==> src/rtl/global_defs.sv <==
// Shared types, DDR4 address-map bit positions and default timing constants
// for the in-order DRAM command scheduler.
package global_defs;

    typedef enum logic [1:0] {
        CMD_PRE = 2'd0,
        CMD_ACT = 2'd1,
        CMD_RD  = 2'd2,
        CMD_WR  = 2'd3
    } dram_cmd_e;

    typedef enum logic [1:0] {
        ST_IDLE = 2'd0,
        ST_PRE  = 2'd1,
        ST_ACT  = 2'd2,
        ST_RW   = 2'd3
    } sched_state_e;

    localparam logic [1:0] OP_READ   = 2'd0;
    localparam logic [1:0] OP_WRITE  = 2'd1;
    localparam logic [1:0] OP_IFETCH = 2'd2;

    typedef struct packed {
        logic [1:0]  op;
        logic [32:0] address;
    } parser_out_struct;

    localparam int ROW_W    = 15;
    localparam int COL_W    = 11;
    localparam int CNT_W    = 8;
    localparam int NBANKS   = 16;

    localparam int ROW_MSB  = 32;
    localparam int ROW_LSB  = 18;
    localparam int COLH_MSB = 17;
    localparam int COLH_LSB = 10;
    localparam int BANK_MSB = 9;
    localparam int BANK_LSB = 8;
    localparam int BG_MSB   = 7;
    localparam int BG_LSB   = 6;
    localparam int COLL_MSB = 5;
    localparam int COLL_LSB = 3;

    localparam int T_RCD_DEF = 24;
    localparam int T_RP_DEF  = 24;
    localparam int T_RAS_DEF = 52;
    localparam int T_RTP_DEF = 12;
    localparam int T_WR_DEF  = 20;
    localparam int T_CCD_DEF = 8;

    // Counters are checked before they decrement on the same edge, so loading
    // 2*T-1 makes the follow-on command land exactly 2*T CPU cycles later.
    function automatic logic [CNT_W-1:0] cpu_wait(input int t_dram);
        int v;
        v = 2 * t_dram - 1;
        if (v < 0)   v = 0;
        if (v > 255) v = 255;
        return v[CNT_W-1:0];
    endfunction

endpackage

==> src/rtl/dram_bank_timer.sv <==
// Per-bank open-row state and PRE/ACT/RW wait counters (CPU-cycle units,
// saturating at zero).
module dram_bank_timer
    import global_defs::*;
(
    input  logic             clk_i,
    input  logic             rst_i,
    input  logic             pre_issue_i,
    input  logic             act_issue_i,
    input  logic             rw_issue_i,
    input  logic [ROW_W-1:0] row_i,
    input  logic [CNT_W-1:0] act_ld_i,
    input  logic [CNT_W-1:0] rw_ld_i,
    input  logic [CNT_W-1:0] ras_ld_i,
    input  logic [CNT_W-1:0] rw_pre_ld_i,
    output logic             open_o,
    output logic [ROW_W-1:0] row_o,
    output logic             pre_ok_o,
    output logic             act_ok_o,
    output logic             rw_ok_o
);

    logic             open_q, open_d;
    logic [ROW_W-1:0] row_q, row_d;
    logic [CNT_W-1:0] pre_q, pre_d;
    logic [CNT_W-1:0] act_q, act_d;
    logic [CNT_W-1:0] rw_q, rw_d;

    function automatic logic [CNT_W-1:0] sat_dec(input logic [CNT_W-1:0] v);
        return (v == '0) ? '0 : v - 1'b1;
    endfunction

    always_comb begin
        open_d = open_q;
        row_d  = row_q;
        pre_d  = sat_dec(pre_q);
        act_d  = sat_dec(act_q);
        rw_d   = sat_dec(rw_q);
        if (pre_issue_i) begin
            open_d = 1'b0;
            act_d  = act_ld_i;
        end
        if (act_issue_i) begin
            open_d = 1'b1;
            row_d  = row_i;
            rw_d   = rw_ld_i;
            pre_d  = ras_ld_i;
        end
        // A read/write may only extend the remaining tRAS window, never shorten it.
        if (rw_issue_i) begin
            pre_d = (pre_d > rw_pre_ld_i) ? pre_d : rw_pre_ld_i;
        end
    end

    always_ff @(posedge clk_i or posedge rst_i) begin
        if (rst_i) begin
            open_q <= 1'b0;
            row_q  <= '0;
            pre_q  <= '0;
            act_q  <= '0;
            rw_q   <= '0;
        end else begin
            open_q <= open_d;
            row_q  <= row_d;
            pre_q  <= pre_d;
            act_q  <= act_d;
            rw_q   <= rw_d;
        end
    end

    assign open_o   = open_q;
    assign row_o    = row_q;
    assign pre_ok_o = (pre_q == '0);
    assign act_ok_o = (act_q == '0);
    assign rw_ok_o  = (rw_q == '0);

endmodule

==> src/rtl/dram_cmd_sched.sv <==
// In-order DDR4 PRE/ACT/RD/WR scheduler, DRAM clock = CPU clock / 2.
// DRAM_CLOSE_PAGE_EN: precharge after every access (close-page policy).
module dram_cmd_sched
    import global_defs::*;
#(
    parameter int T_RCD = T_RCD_DEF,
    parameter int T_RP  = T_RP_DEF,
    parameter int T_RAS = T_RAS_DEF,
    parameter int T_RTP = T_RTP_DEF,
    parameter int T_WR  = T_WR_DEF,
    parameter int T_CCD = T_CCD_DEF
) (
    input  logic             CPU_clock,
    input  logic             rst,
    input  logic             req_valid,
    input  parser_out_struct req,
    output logic             req_ready,
    output logic             cmd_valid,
    output dram_cmd_e        cmd,
    output logic [1:0]       cmd_bg,
    output logic [1:0]       cmd_bank,
    output logic [14:0]      cmd_row,
    output logic [10:0]      cmd_col,
    output logic             req_done
);

    localparam logic [CNT_W-1:0] LD_RCD = cpu_wait(T_RCD);
    localparam logic [CNT_W-1:0] LD_RP  = cpu_wait(T_RP);
    localparam logic [CNT_W-1:0] LD_RAS = cpu_wait(T_RAS);
    localparam logic [CNT_W-1:0] LD_RTP = cpu_wait(T_RTP);
    localparam logic [CNT_W-1:0] LD_WR  = cpu_wait(T_WR);
    localparam logic [CNT_W-1:0] LD_CCD = cpu_wait(T_CCD);

    sched_state_e     state_q, state_d;
    logic [3:0]       idx_q, idx_d;
    logic [ROW_W-1:0] row_q, row_d;
    logic [COL_W-1:0] col_q, col_d;
    logic             wr_q, wr_d;
    logic             rw_done_q, rw_done_d;
    logic [CNT_W-1:0] ccd_q, ccd_d;
    logic             phase_q;

    logic             req_ready_q, req_ready_d;
    logic             cmd_valid_q, cmd_valid_d;
    dram_cmd_e        cmd_q, cmd_d;
    logic [1:0]       bg_q, bg_d;
    logic [1:0]       bank_q, bank_d;
    logic [ROW_W-1:0] crow_q, crow_d;
    logic [COL_W-1:0] ccol_q, ccol_d;
    logic             req_done_q, req_done_d;

    logic             fire_pre, fire_act, fire_rw;
    logic [3:0]       dec_idx;
    logic [ROW_W-1:0] dec_row;
    logic [COL_W-1:0] dec_col;
    logic [CNT_W-1:0] rw_pre_ld;
    logic             unused_addr_lsbs;

    logic [NBANKS-1:0] bank_open;
    logic [NBANKS-1:0] pre_ok;
    logic [NBANKS-1:0] act_ok;
    logic [NBANKS-1:0] rw_ok;
    logic [ROW_W-1:0]  bank_row [NBANKS];

    assign dec_idx          = {req.address[BG_MSB:BG_LSB], req.address[BANK_MSB:BANK_LSB]};
    assign dec_row          = req.address[ROW_MSB:ROW_LSB];
    assign dec_col          = {req.address[COLH_MSB:COLH_LSB], req.address[COLL_MSB:COLL_LSB]};
    assign unused_addr_lsbs = ^req.address[2:0];
    assign rw_pre_ld        = wr_q ? LD_WR : LD_RTP;

    for (genvar b = 0; b < NBANKS; b++) begin : g_bank
        dram_bank_timer u_timer (
            .clk_i       (CPU_clock),
            .rst_i       (rst),
            .pre_issue_i (fire_pre && (idx_q == 4'(b))),
            .act_issue_i (fire_act && (idx_q == 4'(b))),
            .rw_issue_i  (fire_rw && (idx_q == 4'(b))),
            .row_i       (row_q),
            .act_ld_i    (LD_RP),
            .rw_ld_i     (LD_RCD),
            .ras_ld_i    (LD_RAS),
            .rw_pre_ld_i (rw_pre_ld),
            .open_o      (bank_open[b]),
            .row_o       (bank_row[b]),
            .pre_ok_o    (pre_ok[b]),
            .act_ok_o    (act_ok[b]),
            .rw_ok_o     (rw_ok[b])
        );
    end

    always_comb begin
        state_d     = state_q;
        idx_d       = idx_q;
        row_d       = row_q;
        col_d       = col_q;
        wr_d        = wr_q;
        rw_done_d   = rw_done_q;
        ccd_d       = (ccd_q == '0) ? '0 : ccd_q - 1'b1;
        fire_pre    = 1'b0;
        fire_act    = 1'b0;
        fire_rw     = 1'b0;
        cmd_valid_d = 1'b0;
        cmd_d       = cmd_q;
        bg_d        = bg_q;
        bank_d      = bank_q;
        crow_d      = crow_q;
        ccol_d      = ccol_q;
        req_done_d  = 1'b0;

        case (state_q)
            ST_IDLE: begin
                if (req_valid && req_ready_q) begin
                    idx_d     = dec_idx;
                    row_d     = dec_row;
                    col_d     = dec_col;
                    wr_d      = (req.op == OP_WRITE);
                    rw_done_d = 1'b0;
                    if (!bank_open[dec_idx]) begin
                        state_d = ST_ACT;
                    end else if (bank_row[dec_idx] == dec_row) begin
                        state_d = ST_RW;
                    end else begin
                        state_d = ST_PRE;
                    end
                end
            end
            ST_PRE: begin
                if (!phase_q && pre_ok[idx_q]) begin
                    fire_pre    = 1'b1;
                    cmd_valid_d = 1'b1;
                    cmd_d       = CMD_PRE;
                    if (rw_done_q) begin
                        req_done_d = 1'b1;
                        state_d    = ST_IDLE;
                    end else begin
                        state_d = ST_ACT;
                    end
                end
            end
            ST_ACT: begin
                if (!phase_q && act_ok[idx_q]) begin
                    fire_act    = 1'b1;
                    cmd_valid_d = 1'b1;
                    cmd_d       = CMD_ACT;
                    state_d     = ST_RW;
                end
            end
            ST_RW: begin
                if (!phase_q && rw_ok[idx_q] && (ccd_q == '0)) begin
                    fire_rw     = 1'b1;
                    cmd_valid_d = 1'b1;
                    cmd_d       = wr_q ? CMD_WR : CMD_RD;
                    ccd_d       = LD_CCD;
`ifdef DRAM_CLOSE_PAGE_EN
                    rw_done_d   = 1'b1;
                    state_d     = ST_PRE;
`else
                    req_done_d  = 1'b1;
                    state_d     = ST_IDLE;
`endif
                end
            end
            default: state_d = ST_IDLE;
        endcase

        if (cmd_valid_d) begin
            bg_d   = idx_q[3:2];
            bank_d = idx_q[1:0];
            crow_d = row_q;
            ccol_d = col_q;
        end
        req_ready_d = (state_d == ST_IDLE);
    end

    always_ff @(posedge CPU_clock or posedge rst) begin
        if (rst) begin
            state_q     <= ST_IDLE;
            idx_q       <= '0;
            row_q       <= '0;
            col_q       <= '0;
            wr_q        <= 1'b0;
            rw_done_q   <= 1'b0;
            ccd_q       <= '0;
            phase_q     <= 1'b0;
            req_ready_q <= 1'b0;
            cmd_valid_q <= 1'b0;
            cmd_q       <= CMD_PRE;
            bg_q        <= '0;
            bank_q      <= '0;
            crow_q      <= '0;
            ccol_q      <= '0;
            req_done_q  <= 1'b0;
        end else begin
            state_q     <= state_d;
            idx_q       <= idx_d;
            row_q       <= row_d;
            col_q       <= col_d;
            wr_q        <= wr_d;
            rw_done_q   <= rw_done_d;
            ccd_q       <= ccd_d;
            phase_q     <= ~phase_q;
            req_ready_q <= req_ready_d;
            cmd_valid_q <= cmd_valid_d;
            cmd_q       <= cmd_d;
            bg_q        <= bg_d;
            bank_q      <= bank_d;
            crow_q      <= crow_d;
            ccol_q      <= ccol_d;
            req_done_q  <= req_done_d;
        end
    end

    assign req_ready = req_ready_q;
    assign cmd_valid = cmd_valid_q;
    assign cmd       = cmd_q;
    assign cmd_bg    = bg_q;
    assign cmd_bank  = bank_q;
    assign cmd_row   = crow_q;
    assign cmd_col   = ccol_q;
    assign req_done  = req_done_q;

endmodule

==> config.mk <==
export PLATFORM = sky130hd
export DESIGN_NAME = dram_cmd_sched
export DESIGN_NICKNAME = d
export VERILOG_FILES = /design/src/rtl/global_defs.sv /design/src/rtl/dram_bank_timer.sv /design/src/rtl/dram_cmd_sched.sv
export SDC_FILE = /design/constraint.sdc
export NUM_CORES = 2
export LEC_CHECK = 0
export BUFFER_PORTS_ARGS = -buffer_cell sky130_fd_sc_hd__buf_4
export CAP_MARGIN = 20
export CORE_ASPECT_RATIO = 1.5
export CORE_MARGIN = 5
export CORE_UTILIZATION = 31
export DETAILED_ROUTE_END_ITERATION = 12
export GPL_ROUTABILITY_DRIVEN = 1
export MAX_ROUTING_LAYER = met4
export RECOVER_POWER = 25
export SLEW_MARGIN = 20
export SYNTH_ARGS = -nofsm -noshare
export SYNTH_HDL_FRONTEND = slang
export SYNTH_HIERARCHICAL = 1
export SYNTH_SLANG_ARGS = --single-unit
==> constraint.sdc <==
create_clock -name CPU_clock -period 4.2 [get_ports CPU_clock]
set_clock_uncertainty 0.05 [all_clocks]
set_input_delay 0.42 -clock CPU_clock [delete_from_list [all_inputs] [get_ports CPU_clock]]
set_output_delay 0.42 -clock CPU_clock [all_outputs]
set_load 0.02 [all_outputs]
==> metrics.txt <==
Die Wd=310 um; P_leak=24.4 nW; run status=complete, but fails checks; delay of the slowest critical-path stage=0.52 ns; Vias=31.5k; initial antenna violation count=2; RePlAce Congestion=0.823; Initial Util=0.311; ant diodes=0; vias per inst=~4.7; Final Max Slew Viols=489; drt first pass iters=4; metal3 WL=about 3800 um; GR Util All Layers=0.159; Fmax=0.228 GHz; Yosys cell types=58; setup ws final=-0.181 ns; routed wire length=~110,000 um; # DRC=0; Row Count=165; clk root buf=clkbuf_16; Least-Margin Pin Slew=2.85 ns; wl on met1=44,500 um; largest net degree at the start of global routing=just over 50; Slew headroom=-0.897; Fillers=12.7k; clk buf depth=3; Max Cap Viol=12; Final setup viols=102; CP Cell Sequence=or4_4 -> nor4b_4 -> mux4_2 -> mux4_2 -> nand3_4 -> buf_6 -> buf_12 -> nor2_4 -> buf_6 -> nor2_4 -> a22o_1 -> ha_1 -> nand4_1 -> o21ai_2 -> nand3_4 -> buf_12 -> mux2_4; worst path arrival time=4.92 ns; Setup crit start kind=register; CTS tree=done; P per Cell Area=274 nW/um2; cell count after synthesis=3,822; syn avg cell area=10.9 um2; H-tree Lvls=3; DIE AREA=between 100,000 and 150,000 um2; Sink Count=roughly 720; Netlist Area Pre-Place=around 42,000 um2; area occupied by multi-input gates=25,700 um2; CP max stage cell=or4_4; clk_lat worst skew=0.71 ns; register area share after synthesis=0.430; Final #Nets=~5.1k; Hold Vio Cnt, Final=0; clk slew on worst S/H paths=0.07 ns; port bufs=69; area grow syn2layout=30.7%; Die Span Y=460 um; EDFF count, synth=0; Seq cells post-synth=717; layout cells sized above 1=0.284; Post-synth top flop=dfrtp_1; IR drop worst, VDD=0.000355 V; leading cell types in the layout, fill and taps excluded=dfrtp_1, conb_1, buf_4; Register Area=17,900 um2; violated checks=capacitance limit, slew limit, setup timing; top routing layer in use=met4; Core ar.=134,000 um2; Final Critical Period=4.38 ns; Synth async-reset ratio=1.00; DR WL met2=56,900 um; Hold Slack=~0.12 ns; first-pass GRT wire length=176,000 um; worst hold path class=primary input to register; Period Utilization, post-route=1.04; Pwr Total=15.0 mW; CP required=4.74 ns; DR WL/cell=16.4 um; yosys warns=6; number of global-route vias before repair=roughly 34k; Crit Path Category=register to register; DRT iter0 DRCs=1,385; HPWL Detailed=76,800 um; post-route ant nets=0; # IOs=73; most common library cell in the layout ignoring fill and taps=dfrtp_1; unrepaired setup endpoints after global routing=true; peak fanout along the critical path=6; CTS Buf Count=between 70 and 80; global route total overflow=0; CP endpoint kind=register
state kept, by name, summed over array words and instances (netlist names), 2 cells and up:
name and flops:
ccd_q 8, cmd 2, cmd_bank 2, cmd_bg 2
cmd_col 11, cmd_row 15, col_q 11, g_bank.u_timer/act_q 128
g_bank.u_timer/open_o 16, g_bank.u_timer/pre_q 128, g_bank.u_timer/row_o 240, g_bank.u_timer/rw_q 128
idx_q 4, row_q 15, state_q 2
worst max-delay path, delay by kind of cell (launching register included):
| kind | cells | cell delay [ns] |
|---|---|---|
| adders and majority gates | 1 | 0.30 |
| and+or+nand+nor | 7 | 1.48 |
| muxes | 3 | 0.96 |
| DFF | 1 | 0.43 |
| buffers and inverters | 4 | 0.65 |
| AOI/OAI and AO/OA | 2 | 0.43 |
per-stage QoR:
step,TNS (ns),utilization,worst slack (ns),cell area [um2],cells
6_report,-8.97,0.406,-0.181,54600,6701
5_1_grt,-31.43,0.406,-0.342,54600,6701
4_1_cts,-9.23,0.401,-0.200,53800,6671
3_5_place_dp,-33.98,0.368,-0.409,49400,6443
3_3_place_gp,-27.99,0.368,-0.387,49400,6443
2_1_floorplan,-0.766,-,-0.0266,44300,4396
cells by family after synthesis:
group                    count (synthesis)  synth area share
AND/OR/NAND/NOR                        989             0.130
flip-flops                             717             0.430
other                                    2          0.000180
buffers and inverters                  477            0.0443
XOR/XNOR                               261            0.0547
multiplexers                           568             0.178
adder cells (fa/ha/maj)                226            0.0677
AO/OA/AOI/OAI                          582            0.0955
layer usage:
metal,track usage,up-vias
met1,0.178,15608
li1,-,15190
met2,0.285,481
met3,0.0194,221
met4,0.0658,0
met5,-,-
cell usage after synthesis (all sizes together) (36+ instances only):
| library cell | count | share of area |
|---|---|---|
| dfrtp | 717 | 0.43 |
| mux2 | 419 | 0.12 |
| nand2 | 378 | 0.034 |
| inv | 327 | 0.029 |
| o31ai | 245 | 0.044 |
| ha | 226 | 0.068 |
| xnor2 | 189 | 0.040 |
| nor2 | 173 | 0.016 |
| nor3 | 117 | 0.014 |
| a21oi | 112 | 0.013 |
| o21ai | 90 | 0.011 |
| mux4 | 80 | 0.043 |
| clkbuf | 77 | 0.0069 |
| buf | 73 | 0.0080 |
| xor2 | 72 | 0.015 |
| mux2i | 69 | 0.017 |
| nor4b | 62 | 0.023 |
| or4 | 60 | 0.012 |
| a22o | 58 | 0.013 |
| nor2b | 36 | 0.0054 |
| nor4 | 36 | 0.0057 |
area by class of cell:
class | instances | area share
multi-input cells | 3202 | 0.471
repair buffers | 556 | 0.0852
inverters | 327 | 0.0226
well taps | 1753 | 0.0402
flip-flops and latches | 717 | 0.329
clock buffers | 115 | 0.0425
clock inverters | 31 | 0.00931
path summary, 6_finish.rpt:
check | start | to | slack (ns) | cells past startpoint
min | req[7] | idx_q[3]$_DFFE_PP0P_ | 0.12 | 2
max | g_bank[12].u_timer/act_q[4]$_DFF_PP0_ | g_bank[13].u_timer/pre_q[3]$_DFF_PP0_ | -0.18 | 17
min reg2reg | phase_q$_DFF_PP0_ | phase_q$_DFF_PP0_ | 0.42 | 1
min in group asynchronous | rst | g_bank[7].u_timer/row_o[11]$_DFFE_PP0P_ | 0.52 | 3
max in group asynchronous | rst | g_bank[7].u_timer/act_q[0]$_DFF_PP0_ | 0.60 | 4
max reg2reg | g_bank[12].u_timer/act_q[4]$_DFF_PP0_ | g_bank[13].u_timer/pre_q[3]$_DFF_PP0_ | -0.18 | 17
power breakdown:
group / switching [mW] / leakage [nW] / internal, mW / total (mW)
registers: 0.0114 / 8.88 / 6.92 / 6.93
clock network: 3.13 / 1.38 / 4.34 / 7.46
logic: 0.408 / 14.1 / 0.177 / 0.585
total: 3.54 / 24.4 / 11.4 / 15.0
timing repair:
action                                  in CTS  in global routing
hold buffers                                29                  0
setup buffers                               52                 33
endpoints found under the setup margin     128                128
resized for setup                          167                 96
cloned                                       2                  0
hold endpoints to repair                   159                  0
pin swaps                                  103                 54
Note: power is estimated with default switching activity, not from simulation.
